`src/rtl/apuf_eval_ctrl.sv`:
```
// Arbiter-PUF evaluation sequencer: repeated triggering, timeout guard and majority vote.
// Optional unanimity flag built only when APUF_STABLE_FLAG_EN is defined.
module apuf_eval_ctrl #(
    parameter int NSTAGE  = 128,
    parameter int NREP    = 15,
    parameter int SETTLE  = 4,
    parameter int TIMEOUT = 255
) (
    input  logic              clk_i,
    input  logic              rst_i,
    input  logic              start_i,
    input  logic [NSTAGE-1:0] chal_in_i,
    output logic              busy_o,
    output logic              done_o,
    output logic              resp_o,
    output logic              resp_valid_o,
    output logic              err_timeout_o,
    output logic              stable_o,
    output logic              tig_signal_o,
    output logic [NSTAGE-1:0] c_t_o,
    output logic [NSTAGE-1:0] c_b_o,
    input  logic              resp_ready_i,
    input  logic              resp_bit_i
);
    // state   | meaning
    // IDLE    | waiting for start
    // LOAD    | challenge registered onto both buses
    // SETTLE  | challenge settling, trigger low
    // FIRE    | raise trigger
    // WAIT    | trigger high, waiting for both paths to arrive
    // CAPTURE | extra cycle so bit_s reflects the settled arbiter, then count it
    // DRAIN   | trigger low, waiting for both paths to fall
    // DONE    | publish majority vote
    // ABORT   | timeout, publish error
    typedef enum logic [3:0] {
        IDLE, LOAD, SETTLE_S, FIRE, WAIT_S, CAPTURE, DRAIN, DONE_S, ABORT
    } state_t;

    localparam int REP_W = $clog2(NREP + 1);
    localparam int TMO_W = $clog2(TIMEOUT + 1);
    localparam int SET_W = $clog2(SETTLE + 1);
    localparam logic [REP_W-1:0] NREP_C   = REP_W'(NREP);
    localparam logic [REP_W-1:0] HALF_C   = REP_W'(NREP / 2);
    localparam logic [TMO_W-1:0] TMO_LAST = TMO_W'(TIMEOUT - 1);
    localparam logic [SET_W-1:0] SET_LAST = SET_W'(SETTLE - 1);

    state_t            state_q, state_d;
    logic [NSTAGE-1:0] chal_q, chal_d;
    logic [REP_W-1:0]  rep_q, rep_d, ones_q, ones_d;
    logic [TMO_W-1:0]  tmo_q, tmo_d;
    logic [SET_W-1:0]  set_q, set_d;
    logic              tig_q, tig_d, busy_q, busy_d, done_q, done_d;
    logic              resp_q, resp_d, valid_q, valid_d, err_q, err_d;
    logic              stable_q, stable_d;
    logic              rdy_meta_q, rdy_s_q, bit_meta_q, bit_s_q;

    always_ff @(posedge clk_i or posedge rst_i) begin
        if (rst_i) begin
            rdy_meta_q <= 1'b0;
            rdy_s_q    <= 1'b0;
            bit_meta_q <= 1'b0;
            bit_s_q    <= 1'b0;
        end else begin
            rdy_meta_q <= resp_ready_i;
            rdy_s_q    <= rdy_meta_q;
            bit_meta_q <= resp_bit_i;
            bit_s_q    <= bit_meta_q;
        end
    end

    always_ff @(posedge clk_i or posedge rst_i) begin
        if (rst_i) begin
            state_q  <= IDLE;
            chal_q   <= '0;
            rep_q    <= '0;
            ones_q   <= '0;
            tmo_q    <= '0;
            set_q    <= '0;
            tig_q    <= 1'b0;
            busy_q   <= 1'b0;
            done_q   <= 1'b0;
            resp_q   <= 1'b0;
            valid_q  <= 1'b0;
            err_q    <= 1'b0;
            stable_q <= 1'b0;
        end else begin
            state_q  <= state_d;
            chal_q   <= chal_d;
            rep_q    <= rep_d;
            ones_q   <= ones_d;
            tmo_q    <= tmo_d;
            set_q    <= set_d;
            tig_q    <= tig_d;
            busy_q   <= busy_d;
            done_q   <= done_d;
            resp_q   <= resp_d;
            valid_q  <= valid_d;
            err_q    <= err_d;
            stable_q <= stable_d;
        end
    end

    always_comb begin
        state_d  = state_q;
        chal_d   = chal_q;
        rep_d    = rep_q;
        ones_d   = ones_q;
        tmo_d    = tmo_q;
        set_d    = set_q;
        tig_d    = tig_q;
        busy_d   = busy_q;
        done_d   = 1'b0;
        resp_d   = resp_q;
        valid_d  = valid_q;
        err_d    = err_q;
        stable_d = stable_q;
        case (state_q)
            IDLE: begin
                if (start_i) begin
                    chal_d   = chal_in_i;
                    rep_d    = '0;
                    ones_d   = '0;
                    tmo_d    = '0;
                    err_d    = 1'b0;
                    valid_d  = 1'b0;
                    stable_d = 1'b0;
                    busy_d   = 1'b1;
                    state_d  = LOAD;
                end
            end
            LOAD: begin
                set_d   = '0;
                state_d = SETTLE_S;
            end
            SETTLE_S: begin
                tig_d = 1'b0;
                if (set_q == SET_LAST) begin
                    set_d   = '0;
                    state_d = FIRE;
                end else begin
                    set_d = set_q + 1'b1;
                end
            end
            FIRE: begin
                tig_d   = 1'b1;
                tmo_d   = '0;
                state_d = WAIT_S;
            end
            WAIT_S: begin
                if (rdy_s_q) begin
                    state_d = CAPTURE;
                end else if (tmo_q == TMO_LAST) begin
                    state_d = ABORT;
                end else begin
                    tmo_d = tmo_q + 1'b1;
                end
            end
            CAPTURE: begin
                ones_d  = ones_q + REP_W'(bit_s_q);
                rep_d   = rep_q + 1'b1;
                tig_d   = 1'b0;
                tmo_d   = '0;
                state_d = DRAIN;
            end
            DRAIN: begin
                if (!rdy_s_q) begin
                    state_d = (rep_q < NREP_C) ? SETTLE_S : DONE_S;
                end else if (tmo_q == TMO_LAST) begin
                    state_d = ABORT;
                end else begin
                    tmo_d = tmo_q + 1'b1;
                end
            end
            DONE_S: begin
                resp_d   = (ones_q > HALF_C);
                valid_d  = 1'b1;
                stable_d = (ones_q == '0) || (ones_q == NREP_C);
                done_d   = 1'b1;
                busy_d   = 1'b0;
                state_d  = IDLE;
            end
            ABORT: begin
                tig_d    = 1'b0;
                err_d    = 1'b1;
                valid_d  = 1'b0;
                stable_d = 1'b0;
                done_d   = 1'b1;
                busy_d   = 1'b0;
                state_d  = IDLE;
            end
            default: state_d = IDLE;
        endcase
    end

    assign busy_o        = busy_q;
    assign done_o        = done_q;
    assign resp_o        = resp_q;
    assign resp_valid_o  = valid_q;
    assign err_timeout_o = err_q;
    assign tig_signal_o  = tig_q;
    assign c_t_o         = chal_q;
    assign c_b_o         = chal_q;
`ifdef APUF_STABLE_FLAG_EN
    assign stable_o = stable_q;
`else
    // Unanimity register is left unread so synthesis drops the compare.
    assign stable_o = 1'b0;
    logic unused_stable;
    assign unused_stable = stable_q;
`endif
endmodule

```
`config.mk`:
```
export PLATFORM = sky130hd
export DESIGN_NAME = apuf_eval_ctrl
export DESIGN_NICKNAME = d
export VERILOG_FILES = /design/src/rtl/apuf_eval_ctrl.sv
export SDC_FILE = /design/constraint.sdc
export NUM_CORES = 1
export LEC_CHECK = 0
export ABC_CLOCK_PERIOD_IN_PS = 6500
export CAP_MARGIN = 10
export CORE_AREA = 2 2 154 156
export DETAILED_ROUTE_END_ITERATION = 7
export DIE_AREA = 0 0 156 158
export HOLD_SLACK_MARGIN = 0.03
export PLACE_DENSITY = 0.73
export SLEW_MARGIN = 20
export SYNTH_ARGS = -nofsm -noshare
export SYNTH_HDL_FRONTEND = slang
export SYNTH_SLANG_ARGS = --single-unit
```
`constraint.sdc`:
```
create_clock -name clk_i -period 6.5 [get_ports clk_i]
set_input_delay 1.95 -clock clk_i [delete_from_list [all_inputs] [get_ports clk_i]]
set_output_delay 1.95 -clock clk_i [all_outputs]
set_load 0.1 [all_outputs]
```
==> results of run 1 <==
metal layers:
| metal | track usage, % | routed length, um | vias up | share of wire, % |
|---|---|---|---|---|
| met2 | 27.5 | 10500 | 210 | 51 |
| li1 | - | - | 2417 | - |
| met5 | 0 | 0 | - | 0 |
| met4 | 4.37 | 252 | 0 | 1.2 |
| met1 | 20.6 | 8750 | 2583 | 42 |
| met3 | 3.86 | 1150 | 16 | 5.5 |
flip-flops by register name, indices dropped and copies added (netlist names), 3 cells and up:
name and cells:
set_q 3, ones_q 4, c_b_o 128, tmo_q 8, state_q 4, rep_q 4
through the flow:
step / instances / area (um2) / hold slack [ps] / utilization [%] / setup slack [ps]
2_1_floorplan: 584 / 7900 / 331 / - / 202
3_3_place_gp: 1118 / 11100 / 340 / 48.1 / 2110
3_5_place_dp: 1118 / 11100 / 335 / 48.1 / 2090
4_1_cts: 1150 / 11700 / 351 / 50.7 / 2450
5_1_grt: 1150 / 11700 / 354 / 50.7 / 2420
6_report: 1150 / 11700 / 350 / 50.7 / 2490
path summary, 6_finish.rpt:
check | to | slack, ps | cells past startpoint
min in group asynchronous | c_b_o[22]$_DFFE_PP0P_ | 2060 | 2
setup reg to reg | c_b_o[66]$_DFFE_PP0P_ | 3750 | 4
hold / removal | rdy_s_q$_DFF_PP0_ | 350 | 0
max in group asynchronous | c_b_o[5]$_DFFE_PP0P_ | 3380 | 3
hold reg to reg | rdy_s_q$_DFF_PP0_ | 350 | 0
setup / recovery | c_t_o[119] | 2490 | 1
cell families after synthesis:
| family | Yosys count | synth area share (%) |
|---|---|---|
| and+or+nand+nor | 70 | 4.88 |
| adders and majority gates | 6 | 0.950 |
| DFF | 161 | 51.0 |
| AOI/OAI and AO/OA | 54 | 4.48 |
| muxes | 130 | 23.3 |
| buffers and inverters | 159 | 15.0 |
| other | 1 | 0.0475 |
| xor gates and xnor gates | 3 | 0.333 |
Yosys cell counts, types with 2 or more instances:
library cell  instances
a22o_1                5
nor2_1                6
a21oi_1               9
ha_1                  6
nand3_1               7
buf_6                12
dfrtp_1             161
nand4b_1              2
buf_1                 2
nor3_2                2
nor4_1                2
a2bb2oi_1             3
nor3_1                3
o21ai_0              18
mux2_4              100
buf_2                 7
mux2_2               16
and3_1                5
nand2b_1              6
nand2_1              25
a41oi_1               3
xor2_1                2
nor2b_1               2
o31ai_1               2
a31oi_1               4
mux2_1               13
inv_1                 6
nand4_1               3
buf_4               131
cell type report:
type / count / area [um2]
Clock buffer: 18 / 439
Clock inverter: 14 / 144
Fill cell: 1982 / 11400
Inverter: 6 / 27.5
Multi-Input combinational cell: 264 / 2700
Sequential cell: 161 / 4030
Tap cell: 290 / 363
Timing Repair Buffer: 397 / 3980
==> flow_summary.toml, run 1 <==
[run_status]
status = "complete, no violations"

[clocking]
cts_buffer_depth = 2
cts-htree-levels = 4
numCtsBuffers = 17
post_cts_buffers = 0
insertion_delay_ps = 420
clock-root-buffer = "clkbuf_16"
clkTransAtPathRegs_ps = 70
cts_tree = "yes"
cts_resized = 0
hold_buffers = 0
cts_sinks = 161

[synthesis]
synth_cell_type_count = 50
seq_area_frac_synth_pct = 51.0
synth_top_cells_by_area = "dfrtp_1 (51%), mux2_4 (19%), buf_4 (12%)"
synth_warnings = 0
yosys_most_used_dff = "dfrtp_1"
syn_area_um2 = 7900
synth-seq-cells = 161
synth_edf_count = 0
synthCells = 584
synthDominantCellAreaShare_pct = 51.0
yosys.area.top_type = "dfrtp_1"
synth.avg_cell_area_um2 = 13.5
postSynth.asyncResetShare_pct = 100
syn_nets = 723

[critical_path]
crit_chain = "clkdlybuf4s50_1"
crit_fanout = 3
crit_path_end_kind = "primary output"
crit_type = "reg2out"
crit_slowest_cell = "clkdlybuf4s50_1"
crit_path_start_kind = "flip-flop"
path_delay_family = "buffers and inverters"
crit_required_ps = 4550
critPathMaxStageDelay_ps = 1180
arrival_ps = 2060
reg2reg_from = "state_q[1]$_DFFE_PP0P_"
crit_start = "c_b_o[119]$_DFFE_PP0P_"
cp_num_buf_inv = 1

[placement]
gp_congestion = 0.831
dp.final_hpwl_mm = 15.5
port_buffers = 394

[hold_path]
min_from = "rdy_meta_q$_DFF_PP0_"
min_path_type = "reg2reg"

[sta]
hold_viol = 0
slew_viol_final = 0
rsz0062_at_grt = "no"
slew_headroom_pct = 28.3
skew_ps = 8.72
post-route-period-util_pct = 61.7
tightest_slew_ps = 1070
max_freq_ghz = 0.249
tns_ps = 0
layout_min_cycle_time_ps = 4010
setup_viol = 0

[global_route]
antenna_found_initial = 0
grt_use_total_pct = 16.1
grt_overflow = 0
grt_pass1_wl_mm = 30.4
grt_start_max_net_pins = 90
grt_pass1_vias = 5257

[detailed_routing]
wirelength_mm = 20.7
vias = 5226
viasPerCell = 4.54
antenna_left = 0
drtIter0Drc = 236
drt_pass1_iterations = 4
post_drt_wl_per_cell_um = 18.0
drc = 0

[run]
max_cap_viol_count = 0

[floorplan]
io_pins = 396
initial_core_util_pct = 34.3
fp-row-count = 56
placeableCoreArea_um2 = 23100
chipHeight_um = 158
die_area_um2 = 24600
fp.dieW_um = 156

[cells_and_area]
diodes = 0
final_layout_size_suffix_gt1_share_pct = 18.5
final_cell_mix = "clkdlybuf4s50_1 (394), dfrtp_1 (161), mux2_4 (100)"
fin_nets = 986
final_common_cell = "clkdlybuf4s50_1"
areaGrowthSynthToFinish_pct = 47.8
Power of run 1 is left out: the tool's default activity adds up to more than one toggle a clock period on the data nets, which glitch-free logic cannot reach.
==> run 2, diff against run 1 <==
ABC_CLOCK_PERIOD_IN_PS = 3910   (was 6500)
CORE_AREA = 2 2 155 157   (was 2 2 154 156)
DIE_AREA = 0 0 157 159   (was 0 0 156 158)
PLACE_DENSITY = 0.7   (was 0.73)
clock period = 3.91 ns   (was 6.5 ns; I/O delays follow)
==> flow_summary.toml, run 2 (synthesis gave the netlist of run 1 again) <==
[clocking]
cts_buffer_depth = 2
cts_tree = "yes"
cts_sinks = 161
cts_resized = 0
numCtsBuffers = 17
clock-root-buffer = "clkbuf_16"
cts-htree-levels = 4
post_cts_buffers = 0
clkTransAtPathRegs_ps = 70
hold_buffers = 0
insertion_delay_ps = 420

[detailed_routing]
antenna_left = 0
drt_pass1_iterations = 4
drtIter0Drc = 206
vias = 5230
wirelength_mm = 20.5
drc = 0
post_drt_wl_per_cell_um = 17.2
viasPerCell = 4.39

[cells_and_area]
diodes = 0
final_cell_mix = "clkdlybuf4s50_1 (215), buf_4 (189), dfrtp_1 (161)"
areaGrowthSynthToFinish_pct = 43.6
largest_register_ffs = 128
final_common_cell = "clkdlybuf4s50_1"
final_layout_size_suffix_gt1_share_pct = 39.7
nFillCells = 2042
multi_input_area_um2 = 2690
sequential_cell_area_um2 = 4030
fin_nets = 997

[global_route]
grt_start_max_net_pins = 50
antenna_found_initial = 1
grt_pass1_vias = 5215
grt_pass1_wl_mm = 30.8
grt_overflow = 0
grt_use_total_pct = 16.2

[critical_path]
crit_chain = "clkdlybuf4s50_1"
timing.rr.end = "c_b_o[40]$_DFFE_PP0P_"
crit_type = "reg2out"
cp_num_buf_inv = 1
crit_slowest_cell = "clkdlybuf4s50_1"
r2r_cells = 4
r2r_setup_slack_ps = 1560
crit_path_end_kind = "primary output"
arrival_ps = 1980
path_delay_family = "buffers and inverters"
crit_path_start_kind = "flip-flop"
reg2reg_from = "state_q[1]$_DFFE_PP0P_"
crit_fanout = 3
crit_required_ps = 2740
critPathMaxStageDelay_ps = 1160

[hold_path]
min_from = "bit_meta_q$_DFF_PP0_"
min_to = "bit_s_q$_DFF_PP0_"
min_path_type = "reg2reg"
hold_path_depth = 0

[sta]
layout_min_cycle_time_ps = 3150
hold_viol = 0
rsz0062_at_grt = "no"
post-route-period-util_pct = 80.6
slew_viol_final = 0
tightest_slew_ps = 987
skew_ps = 12.9
tns_ps = 0
setup_viol = 0
max_freq_ghz = 0.317
slew_headroom_pct = 34.0

[placement]
gp_congestion = 0.770
port_buffers = 394
dp.final_hpwl_mm = 15.8

[run_status]
status = "complete, no violations"

[run]
max_cap_viol_count = 0

[floorplan]
io_pins = 396
fp-row-count = 56
initial_core_util_pct = 34.1
fp.dieW_um = 157
die_area_um2 = 25000
chipHeight_um = 159
placeableCoreArea_um2 = 23200
==> run 2: cell count changes in the layout (fill, tap and decap cells not counted), moves of 2 or more <==
| cell | before | now |
|---|---|---|
| clkbuf_1 | 0 | 2 |
| buf_4 | 2 | 189 |
| buf_12 | 1 | 4 |
| clkdlybuf4s50_1 | 394 | 215 |
| inv_6 | 7 | 4 |
| inv_8 | 2 | 0 |
| clkinv_4 | 1 | 4 |
==> run 2: worst reg2reg max path, cell delays in order, from the launching register on <==
cell and delay [ps]:
dfrtp_1 780, nor2b_1 240, nand2_4 430, buf_12 380, mux2_4 400
==> run 2: per-layer routing <==
metal | GRT usage, % | vias up | part of all wire [%]
li1 | - | 2435 | -
met1 | 20.5 | 2565 | 42
met2 | 27.8 | 217 | 51
met3 | 3.89 | 11 | 6.2
met4 | 4.38 | 2 | 0.83
met5 | 0 | - | 0.059
==> run 2: layout make-up <==
type | instances | share of cell area, %
sequential | 161 | 35.5
timing repair buffer | 408 | 32.2
multi-input combinational | 264 | 23.7
clock buffer | 20 | 3.94
tap | 319 | 3.52
clock inverter | 12 | 0.883
inverter | 6 | 0.232
==> run 2: worst max-delay path by stage <==
| stage | startpoint | end | cells after the start |
|---|---|---|---|
| after detailed placement | start_i | c_b_o[72]$_DFFE_PP0P_ | 5 |
| after CTS | c_b_o[22]$_DFFE_PP0P_ | c_t_o[22] | 1 |
| after floorplan | rst_i | bit_meta_q$_DFF_PP0_ | 1 |
| after global routing | c_b_o[57]$_DFFE_PP0P_ | c_t_o[57] | 1 |
| after global placement | start_i | c_b_o[11]$_DFFE_PP0P_ | 5 |
| final | c_b_o[22]$_DFFE_PP0P_ | c_t_o[22] | 1 |
==> run 2: through the flow <==
stage	utilization, %	hold WS [ps]	setup WS [ps]	area, um2	instances
3_3_place_gp	46.5	336	659	10800	1158
4_1_cts	48.9	351	736	11300	1190
2_1_floorplan	-	331	694	7900	584
6_report	48.9	350	760	11300	1190
5_1_grt	48.9	357	698	11300	1190
3_5_place_dp	46.5	335	610	10800	1158
Power of run 2 is left out for the same reason.
==> run 3, diff against run 2 <==
ABC_CLOCK_PERIOD_IN_PS = 2900   (was 3910)
clock period = 2.9 ns   (was 3.91 ns; I/O delays follow)
==> flow_summary.toml, run 3 (synthesis gave the netlist of run 1 again) <==
[cells_and_area]
final_cell_mix = "buf_4 (266), dfrtp_1 (161), clkdlybuf4s50_1 (132)"
final_common_cell = "buf_4"
areaGrowthSynthToFinish_pct = 40.3
fin_nets = 991
largest_register_ffs = 128
diodes = 0
final_layout_size_suffix_gt1_share_pct = 49.1
fin_util_pct = 47.8

[detailed_routing]
drtIter0Drc = 186
antenna_left = 0
drt_pass1_iterations = 4
drc = 0
wirelength_mm = 20.3
post_drt_wl_per_cell_um = 17.1
vias = 5245
viasPerCell = 4.43

[clocking]
cts_sinks = 161
numCtsBuffers = 17
hold_buffers = 0
insertion_delay_ps = 410
cts_buffer_depth = 2
cts-htree-levels = 4
post_cts_buffers = 0
cts_resized = 0
clkTransAtPathRegs_ps = 70
cts_tree = "yes"
clock-root-buffer = "clkbuf_16"

[critical_path]
crit_fanout = 80
crit_path_end_kind = "flip-flop"
crit_required_ps = 3190
arrival_ps = 2600
crit_path_start_kind = "input port"
r2r_cells = 4
crit_type = "in2reg"

[sta]
post-route-period-util_pct = 79.6
rsz0062_at_grt = "no"
tns_ps = 0
hold_viol = 0
hold_ws_ps = 352
tightest_slew_ps = 776
setup_viol = 0
skew_ps = 11.3
max_freq_ghz = 0.433
slew_viol_final = 0
layout_min_cycle_time_ps = 2310
slew_headroom_pct = 48.0

[hold_path]
min_path_type = "reg2reg"
hold_path_depth = 0

[floorplan]
fp.dieW_um = 157
fp-row-count = 56
initial_core_util_pct = 34.1
placeableCoreArea_um2 = 23200
chipHeight_um = 159
io_pins = 396
die_area_um2 = 25000

[global_route]
grt_start_max_net_pins = 81
grt_overflow = 0
grt_use_total_pct = 15.8
antenna_found_initial = 0
grt_pass1_wl_mm = 30.3
grt_pass1_vias = 5146

[run_status]
status = "complete, no violations"

[placement]
gp_congestion = 0.783
port_buffers = 394
dp.final_hpwl_mm = 15.4

[run]
max_cap_viol_count = 0
==> run 3: worst paths after layout <==
| kind | startpoint | to | slack, ps |
|---|---|---|---|
| max | start_i | c_b_o[107]$_DFFE_PP0P_ | 590 |
| min | rdy_meta_q$_DFF_PP0_ | rdy_s_q$_DFF_PP0_ | 350 |
| max reg2reg | state_q[3]$_DFFE_PP0P_ | c_b_o[99]$_DFFE_PP0P_ | 830 |
| min reg2reg | rdy_meta_q$_DFF_PP0_ | rdy_s_q$_DFF_PP0_ | 350 |
| max in group asynchronous | rst_i | c_b_o[67]$_DFFE_PP0P_ | 1410 |
| min in group asynchronous | rst_i | c_b_o[114]$_DFFE_PP0P_ | 800 |
==> run 3: critical path: stages <==
cell and delay [ps]:
clkdlybuf4s50_1 540, nor2b_1 360, nand2_4 120, buf_12 250, mux2_4 370
==> run 3: layout make-up <==
class,count,area (um2)
flip-flops and latches,161,4030
inverters,6,26.3
multi-input cells,264,2690
clock buffers,18,439
fillers,2072,12100
repair buffers,402,3400
clock inverters,13,104
well taps,319,399
==> run 3: through the flow <==
stage / cells / instance area [um2] / worst slack (ps)
2_1_floorplan: 584 / 7900 / -12.8
3_3_place_gp: 1152 / 10500 / 227
3_5_place_dp: 1152 / 10500 / 177
4_1_cts: 1183 / 11100 / 622
5_1_grt: 1183 / 11100 / 549
6_report: 1183 / 11100 / 591
==> run 3: layer usage <==
metal / vias up / global-route usage (%) / routed length [um]
li1: 2430 / - / -
met1: 2577 / 19.8 / 8490
met2: 230 / 27.5 / 10300
met3: 8 / 3.59 / 1280
met4: 0 / 3.96 / 161
met5: - / 0 / 0
Power of run 3 is left out for the same reason.
